<file path="src/rtl/mlp_pkg.sv">
// Shared types and the output saturation helper for the partitioned MLP MAC.
// sat_shift works on fixed wide containers so any DATA_WIDTH up to 60 fits.
package mlp_pkg;

    typedef logic [1:0] state_t;

    localparam state_t IDLE  = 2'd0;
    localparam state_t RUN   = 2'd1;
    localparam state_t DRAIN = 2'd2;
    localparam state_t FIN   = 2'd3;

    localparam int SAT_IN_W  = 128;
    localparam int SAT_OUT_W = 64;

    // Arithmetic shift right (floor), clamp to a dw-bit signed range, optional ReLU.
    function automatic logic signed [SAT_OUT_W-1:0] sat_shift(
        input logic signed [SAT_IN_W-1:0] acc,
        input int                         dw,
        input int                         frac,
        input logic                       relu
    );
        logic signed [SAT_IN_W-1:0] sh;
        logic signed [SAT_IN_W-1:0] hi;
        logic signed [SAT_IN_W-1:0] lo;
        logic signed [SAT_IN_W-1:0] res;
        sh = acc >>> frac;
        hi = (SAT_IN_W'(1) <<< (dw - 1)) - SAT_IN_W'(1);
        lo = ~hi;
        if (sh > hi)      res = hi;
        else if (sh < lo) res = lo;
        else              res = sh;
        if (relu && res < 0) res = '0;
        return SAT_OUT_W'(res);
    endfunction

endpackage

</file>
<file path="src/rtl/mlp_partition_mac_if.sv">
// Bus between the partition loaders (master) and the MAC engine (slave).
// start is a request taken only while busy=0; done is a one-cycle completion strobe, no backpressure.
interface mlp_partition_mac_if #(
    parameter int DATA_WIDTH      = 27,
    parameter int ARR_COLUMN_SIZE = 2,
    parameter int PARTITION_SIZE  = 4
);
    logic                                                     start;
    logic                                                     first_part;
    logic                                                     last_part;
    logic                                                     relu_en;
    logic [PARTITION_SIZE-1:0][DATA_WIDTH-1:0]                vec;
    logic [PARTITION_SIZE*ARR_COLUMN_SIZE-1:0][DATA_WIDTH-1:0] wgt;
    logic                                                     busy;
    logic                                                     done;
    logic                                                     out_valid;
    logic [ARR_COLUMN_SIZE-1:0][DATA_WIDTH-1:0]               y;
    mlp_pkg::state_t                                          dbg_state;

    modport master (
        output start, first_part, last_part, relu_en, vec, wgt,
        input  busy, done, out_valid, y, dbg_state
    );

    modport slave (
        input  start, first_part, last_part, relu_en, vec, wgt,
        output busy, done, out_valid, y, dbg_state
    );
endinterface

</file>
<file path="src/rtl/mlp_mac_pipe.sv">
// Three-stage multiply-accumulate datapath (operand select, product, accumulate)
// feeding a bank of per-neuron accumulators.
module mlp_mac_pipe #(
    parameter int DW    = 27,
    parameter int COLS  = 2,
    parameter int P     = 4,
    parameter int ACC_W = 2*DW+8,
    parameter int CW    = 1,
    parameter int KW    = 2
) (
    input  logic                         clk,
    input  logic                         rst,
    input  logic                         i_issue,
    input  logic                         i_clr,
    input  logic [CW-1:0]                i_c,
    input  logic [KW-1:0]                i_k,
    input  logic [P-1:0][DW-1:0]         i_vec,
    input  logic [COLS*P-1:0][DW-1:0]    i_wgt,
    output logic                         o_busy,
    output logic [COLS-1:0][ACC_W-1:0]   o_acc
);
    localparam int IW = (COLS*P > 1) ? $clog2(COLS*P) : 1;

    logic [IW-1:0]           w_idx;
    logic                    r_s1_v, r_s2_v, r_s3_v;
    logic signed [DW-1:0]    r_s1_a, r_s1_b;
    logic [CW-1:0]           r_s1_c, r_s2_c;
    logic signed [2*DW-1:0]  r_s2_p;
    logic [COLS-1:0][ACC_W-1:0] r_acc;

    assign w_idx = IW'(i_c) * IW'(P) + IW'(i_k);

    always_ff @(posedge clk or negedge rst) begin
        if (!rst) begin
            r_s1_v <= 1'b0;
            r_s2_v <= 1'b0;
            r_s3_v <= 1'b0;
            r_s1_a <= '0;
            r_s1_b <= '0;
            r_s1_c <= '0;
            r_s2_c <= '0;
            r_s2_p <= '0;
            r_acc  <= '0;
        end else begin
            r_s1_v <= i_issue;
            r_s2_v <= r_s1_v;
            r_s3_v <= r_s2_v;
            if (i_issue) begin
                r_s1_a <= i_vec[i_k];
                r_s1_b <= i_wgt[w_idx];
                r_s1_c <= i_c;
            end
            if (r_s1_v) begin
                r_s2_p <= (2*DW)'(r_s1_a) * (2*DW)'(r_s1_b);
                r_s2_c <= r_s1_c;
            end
            // Clear only happens in IDLE, when the pipe is already empty.
            if (i_clr)
                r_acc <= '0;
            else if (r_s2_v)
                r_acc[r_s2_c] <= r_acc[r_s2_c] + ACC_W'(r_s2_p);
        end
    end

    assign o_busy = r_s1_v | r_s2_v | r_s3_v;
    assign o_acc  = r_acc;
endmodule

</file>
<file path="src/rtl/mlp_partition_mac.sv">
// Partition MAC engine: FSM sequencing COLS*P MACs per pass through one multiplier,
// accumulating across partitions and emitting saturated neuron outputs on the last pass.
module mlp_partition_mac
    import mlp_pkg::*;
#(
    parameter int DATA_WIDTH      = 27,
    parameter int FRAC_BITS       = 13,
    parameter int ARR_COLUMN_SIZE = 2,
    parameter int PARTITION_SIZE  = 4,
    parameter int ACC_WIDTH       = 2*DATA_WIDTH+8
) (
    input  logic                 clk,
    input  logic                 rst,
    mlp_partition_mac_if.slave   bus
);
    localparam int CW = (ARR_COLUMN_SIZE > 1) ? $clog2(ARR_COLUMN_SIZE) : 1;
    localparam int KW = (PARTITION_SIZE > 1) ? $clog2(PARTITION_SIZE) : 1;
    localparam logic [CW-1:0] C_LAST = CW'(ARR_COLUMN_SIZE - 1);
    localparam logic [KW-1:0] K_LAST = KW'(PARTITION_SIZE - 1);

    state_t                                     r_state;
    logic [CW-1:0]                              r_c;
    logic [KW-1:0]                              r_k;
    logic                                       r_last;
    logic                                       r_relu;
    logic [ARR_COLUMN_SIZE-1:0][DATA_WIDTH-1:0] r_y;

    logic                                        w_issue;
    logic                                        w_clr;
    logic                                        w_pipe_busy;
    logic [ARR_COLUMN_SIZE-1:0][ACC_WIDTH-1:0]   w_acc;
    logic [ARR_COLUMN_SIZE-1:0][DATA_WIDTH-1:0]  w_y_next;

    assign w_issue = (r_state == RUN);
    assign w_clr   = (r_state == IDLE) && bus.start && bus.first_part;

    mlp_mac_pipe #(
        .DW(DATA_WIDTH), .COLS(ARR_COLUMN_SIZE), .P(PARTITION_SIZE),
        .ACC_W(ACC_WIDTH), .CW(CW), .KW(KW)
    ) u_pipe (
        .clk(clk), .rst(rst),
        .i_issue(w_issue), .i_clr(w_clr),
        .i_c(r_c), .i_k(r_k),
        .i_vec(bus.vec), .i_wgt(bus.wgt),
        .o_busy(w_pipe_busy), .o_acc(w_acc)
    );

    for (genvar g = 0; g < ARR_COLUMN_SIZE; g++) begin : g_out
        logic signed [SAT_OUT_W-1:0] w_sat;
        assign w_sat       = sat_shift(SAT_IN_W'($signed(w_acc[g])), DATA_WIDTH, FRAC_BITS, r_relu);
        assign w_y_next[g] = DATA_WIDTH'(w_sat);
    end

    always_ff @(posedge clk or negedge rst) begin
        if (!rst) begin
            r_state <= IDLE;
            r_c     <= '0;
            r_k     <= '0;
            r_last  <= 1'b0;
            r_relu  <= 1'b0;
            r_y     <= '0;
        end else begin
            case (r_state)
                IDLE: if (bus.start) begin
                    r_state <= RUN;
                    r_c     <= '0;
                    r_k     <= '0;
                    r_last  <= bus.last_part;
                    r_relu  <= bus.relu_en;
                end
                RUN: begin
                    if (r_k == K_LAST) begin
                        r_k <= '0;
                        if (r_c == C_LAST) r_state <= DRAIN;
                        else               r_c     <= r_c + CW'(1);
                    end else begin
                        r_k <= r_k + KW'(1);
                    end
                end
                // Accumulators are final once the pipe is empty, so y loads on entry to FIN.
                DRAIN: if (!w_pipe_busy) begin
                    r_state <= FIN;
                    if (r_last) r_y <= w_y_next;
                end
                FIN:     r_state <= IDLE;
                default: r_state <= IDLE;
            endcase
        end
    end

    assign bus.busy      = (r_state != IDLE);
    assign bus.done      = (r_state == FIN);
    assign bus.out_valid = (r_state == FIN) && r_last;
    assign bus.y         = r_y;
    assign bus.dbg_state = r_state;
endmodule
</file>
<file path="src/flat_wrapper.sv">
// flat-port wrapper written by rule: the top's interface ports become plain ports
module mlp_partition_mac_flat import mlp_pkg::*;
#(
    parameter int DATA_WIDTH      = 27,
    parameter int FRAC_BITS       = 13,
    parameter int ARR_COLUMN_SIZE = 2,
    parameter int PARTITION_SIZE  = 4,
    parameter int ACC_WIDTH       = 2*DATA_WIDTH+8
)
  (clk, rst, bus_start, bus_first_part, bus_last_part, bus_relu_en, bus_vec, bus_wgt, bus_busy, bus_done, bus_out_valid, bus_y, bus_dbg_state);
  mlp_partition_mac_if #(.DATA_WIDTH(DATA_WIDTH), .ARR_COLUMN_SIZE(ARR_COLUMN_SIZE), .PARTITION_SIZE(PARTITION_SIZE)) bus_i ();
  input  logic clk;
  input  logic rst;
  input wire logic [$bits(bus_i.start)-1:0] bus_start;
  input wire logic [$bits(bus_i.first_part)-1:0] bus_first_part;
  input wire logic [$bits(bus_i.last_part)-1:0] bus_last_part;
  input wire logic [$bits(bus_i.relu_en)-1:0] bus_relu_en;
  input wire logic [$bits(bus_i.vec)-1:0] bus_vec;
  input wire logic [$bits(bus_i.wgt)-1:0] bus_wgt;
  output wire logic [$bits(bus_i.busy)-1:0] bus_busy;
  output wire logic [$bits(bus_i.done)-1:0] bus_done;
  output wire logic [$bits(bus_i.out_valid)-1:0] bus_out_valid;
  output wire logic [$bits(bus_i.y)-1:0] bus_y;
  output wire logic [$bits(bus_i.dbg_state)-1:0] bus_dbg_state;
  assign bus_i.start = bus_start;
  assign bus_i.first_part = bus_first_part;
  assign bus_i.last_part = bus_last_part;
  assign bus_i.relu_en = bus_relu_en;
  assign bus_i.vec = bus_vec;
  assign bus_i.wgt = bus_wgt;
  assign bus_busy = bus_i.busy;
  assign bus_done = bus_i.done;
  assign bus_out_valid = bus_i.out_valid;
  assign bus_y = bus_i.y;
  assign bus_dbg_state = bus_i.dbg_state;
  mlp_partition_mac #(.DATA_WIDTH(DATA_WIDTH), .FRAC_BITS(FRAC_BITS), .ARR_COLUMN_SIZE(ARR_COLUMN_SIZE), .PARTITION_SIZE(PARTITION_SIZE), .ACC_WIDTH(ACC_WIDTH)) u_core (.clk(clk), .rst(rst), .bus(bus_i));
endmodule
</file>
<file path="config.mk">
export PLATFORM = sky130hd
export DESIGN_NAME = mlp_partition_mac_flat
export DESIGN_NICKNAME = d
export VERILOG_FILES = /design/src/rtl/mlp_pkg.sv /design/src/rtl/mlp_partition_mac_if.sv /design/src/rtl/mlp_mac_pipe.sv /design/src/rtl/mlp_partition_mac.sv /design/src/flat_wrapper.sv
export SDC_FILE = /design/constraint.sdc
export NUM_CORES = 2
export LEC_CHECK = 0
export ABC_AREA = 1
export CORE_MARGIN = 3
export CORE_UTILIZATION = 54
export DETAILED_ROUTE_END_ITERATION = 16
export PLACE_DENSITY = 0.75
export SYNTH_ARGS = -nofsm -noshare
export SYNTH_HDL_FRONTEND = slang
export SYNTH_SLANG_ARGS = --single-unit
export TNS_END_PERCENT = 100
</file>
<file path="constraint.sdc">
create_clock -name clk -period 8.48 [get_ports clk]
set_input_delay 0.848 -clock clk [delete_from_list [all_inputs] [get_ports clk]]
set_output_delay 0.848 -clock clk [all_outputs]
set_load 0.01 [all_outputs]
</file>
==> results by group <==
Yosys
  • Xor/xnor share of the synthesized area: 0.008244
  • Post-synth EDFFs: 0
  • Syn Nets: just under 8,000
  • Synthesized-area fraction occupied by adder cells: 0.3785
  • Compound-gate portion of the synthesized area: 0.09079
  • Yosys reg bits: 298
  • Simple logic cell fraction of the synthesized area: 0.2253
  • Cells after Synth: 6,582
  • Main combinational cell family by area after synthesis: adder cells
  • Syn_area_per_cell: 7.263 um^2
  • Distinct cells, synth: 48
  • Mux contribution to synthesized area: 0
  • Post-Syn Area: 0.04781 mm^2
  • Synth Flop Type: dfrtp_1
  • Async S/R FF share, synth: 1.000
  • Sequential share of the synthesized area: 0.1560
  • Ys Warns: 0

Floorplanning
  • Rows: 108
  • Die area: approximately 0.092 mm^2
  • Die Height: about 300 um
  • Core ar.: 0.08729 mm^2
  • I/O Pins: 389
  • Die X: about 300 um
  • Initial Util: 0.5476

Run
  • # Max-Cap Violations: 0

Global routing
  • GRT overflow: 0
  • Largest net degree at the start of global routing: around 120
  • Antenna violations before repair: 5
  • All-Layer GR Usage: 0.3620
  • Vias in the first global route: 45,470
  • First-pass GRT wire length: 256.8 mm

Timing
  • Final hold vios: 0
  • Post-route setup TNS: 0 ns
  • Finish-stage setup viols: 0
  • Slew headroom: 0.1835
  • Slew Viols, Final: 0
  • RSZ-0062 raised after global routing: no
  • Period utilisation layout: 0.8729
  • Fmax: 135.1 MHz
  • Worst-margin pin slew: 1.225 ns
  • Clock skew: 0.02533 ns
  • Final min period: 7.402 ns

Clock network
  • Skew-Pair Late Insertion Delay: 0.59 ns
  • H-tree levels: 2
  • Cts-stage hold buffer count: 0
  • Gates resized, CTS repair: 0
  • CTS Buffer Depth: 3
  • Setup Buffers After CTS: 0
  • CTS tree: done
  • Total CTS buffers: 39
  • CTS root buf: clkbuf_16
  • Clk slew on worst S/H paths: 0.06 ns
  • Clock Sinks: 298

Critical path
  • CP Launch Point: u_core.u_pipe.r_s1_a[26]
  • R2R cell count: 23
  • Delay-heaviest family, CP: adder cells
  • Critical path data arrival time: 7.85 ns
  • Worst path cell trace: nand2_1 > inv_1 > fa_1 > fa_1 > fa_1 > ha_1 > inv_1 > fa_1 > inv_1 > fa_1 > inv_1 > fa_1 > inv_1 > ha_1 > nand2_1 > nor2_1 > nand2_1 > nor2_1 > nand3_1 > nand3_1 > nand2_1 > nand3_1 > nand2_1
  • Worst setup path class: flip-flop to flip-flop
  • Critical path capture point type: flip-flop
  • CP peak stage delay: 0.74 ns
  • Critical Path Stages: 23
  • R2r startpoint: u_core.u_pipe.r_s1_a[26]
  • Worst setup SP type: flip-flop
  • Most Frequent Cell on Critical Path: fa_1
  • CP bufs+invs: 5
  • Slowest cell on the critical path: fa_1
  • WP data required: 8.93 ns
  • Worst-path fanout max: 11

Finish
  • Layout cells sized above 1: 0.03340
  • Area delta synth->final: 12.82%
  • Fin nets: about 8,100
  • N_diodes: 0
  • Most frequent cells in the layout: 1,817 x nand2_1, 1,477 x inv_1, 762 x fa_1, 477 x nor2_1, 393 x o21ai_0
  • Most common cell after layout, fill and taps aside: nand2_1

Run status
  • Status: complete, no violations

Place
  • Placer Congestion: 1.012
  • PortBufs: slightly below 400
  • Post-DP HPWL: about 140 mm

Routing
  • DRC marker count from the first detailed-route iteration: ~3,600
  • DRC violations left: 0
  • DR WL/cell: a little over 20 um
  • Drt pass-1 iters: 7
  • Routed Antenna Nets: 0
  • Vias per inst: approximately 5.5
  • Via count: roughly 44,000
  • Total Routed Length: between 150 and 200 mm

Hold path
  • Hold/Removal Path Class: input pin to async pin
[cell type report]
type / instances / area, um^2
clock buffer: 58 / 1189
multi-input combinational: 4503 / 33620
sequential: 298 / 7467
fill: 8016 / 33360
tap: 1155 / 1445
inverter: 1489 / 5592
timing repair buffer: 466 / 4474
clock inverter: 13 / 151.4
[worst register-to-register path, cell delays in order, from the launching register on]
cell,delay [ns]
dfrtp_1,0.44
nand2_1,0.19
inv_1,0.09
fa_1,0.74
fa_1,0.62
fa_1,0.64
ha_1,0.47
inv_1,0.45
fa_1,0.63
inv_1,0.06
fa_1,0.54
inv_1,0.06
fa_1,0.47
inv_1,0.04
ha_1,0.42
nand2_1,0.14
nor2_1,0.33
nand2_1,0.17
nor2_1,0.27
nand3_1,0.19
nand3_1,0.12
nand2_1,0.05
nand3_1,0.07
nand2_1,0.06
[routing by layer]
layer / part of all wire / vias to the layer above / global-route usage
li1: - / 20080 / -
met1: 0.40 / 21190 / 0.4578
met2: 0.48 / 1846 / 0.6167
met3: 0.074 / 443 / 0.06036
met4: 0.050 / 10 / 0.1512
met5: 0.00037 / - / 0
[through the flow]
| step | area (um^2) | setup slack, ns | cells | utilization | hold WS [ns] |
|---|---|---|---|---|---|
| 2_1_floorplan | 47810 | 1.790 | 6582 | - | 0.3752 |
| 3_3_place_gp | 52600 | 1.117 | 7911 | 0.6025 | 0.3898 |
| 3_5_place_dp | 52600 | 1.019 | 7911 | 0.6025 | 0.3910 |
| 4_1_cts | 53940 | 1.012 | 7982 | 0.6179 | 0.3517 |
| 5_1_grt | 53940 | 0.6355 | 7982 | 0.6179 | 0.3776 |
| 6_report | 53940 | 1.078 | 7982 | 0.6179 | 0.2911 |
[synthesized netlist by cell type (2+ instances only)]
master | instances | area, um^2
nand2_1 | 1817 | 6820
a21o_1 | 6 | 45.04
buf_1 | 64 | 240.2
nand3_1 | 247 | 1236
or2_2 | 5 | 31.28
ha_1 | 227 | 2840
nor4_1 | 8 | 50.05
xor2_1 | 15 | 131.4
nand2_2 | 15 | 93.84
clkinv_1 | 6 | 22.52
buf_2 | 25 | 125.1
xnor2_1 | 30 | 262.8
a22o_1 | 3 | 26.28
or2_1 | 9 | 56.30
nand3_2 | 5 | 50.05
a21oi_1 | 177 | 885.9
a21oi_2 | 5 | 43.79
a31oi_1 | 29 | 181.4
nand4_1 | 53 | 331.6
nor3_1 | 22 | 110.1
nor3_2 | 3 | 30.03
nand3b_1 | 4 | 30.03
dfrtp_1 | 298 | 7457
nor2_2 | 11 | 68.82
o21a_1 | 28 | 210.2
inv_2 | 6 | 22.52
o21ai_0 | 393 | 1967
o21bai_1 | 26 | 195.2
buf_8 | 2 | 30.03
o21ai_1 | 18 | 90.09
clkbuf_1 | 199 | 747.0
o21ai_2 | 21 | 183.9
a21boi_0 | 2 | 15.01
nor4_2 | 3 | 37.54
fa_1 | 762 | 15250
inv_1 | 1477 | 5544
o22ai_1 | 73 | 456.7
nor2_1 | 478 | 1794
[cells by family after synthesis]
kind of cell | Yosys count
buf+inv | 1781
flops | 298
compound gates | 785
xor+xnor | 45
simple gates | 2684
fa+ha+maj | 989
[flip-flops by register name (all words and copies together), names as in the netlist, 2 cells and up]
| signal | cells |
|---|---|
| u_core.bus.y | 54 |
| u_core.bus.dbg_state | 2 |
| u_core.u_pipe.r_s1_a | 27 |
| u_core.u_pipe.o_acc | 124 |
| u_core.r_k | 2 |
| u_core.u_pipe.r_s1_b | 27 |
| u_core.u_pipe.r_s2_p | 54 |
[final timing paths]
path / slack [ns] / to
worst max-delay path: 1.08 / u_core.u_pipe.r_s2_p[45]
worst min-delay path: 0.29 / u_core.u_pipe.r_s2_v
worst max register to register: 1.08 / u_core.u_pipe.r_s2_p[45]
min in group clk: 0.41 / u_core.u_pipe.r_s3_v
max in group asynchronous: 6.48 / u_core.u_pipe.r_s2_c
worst min register to register: 0.41 / u_core.u_pipe.r_s3_v
Power is not shown: default switching activity piles up to over one toggle a cycle in this logic, so the estimate is an artifact.
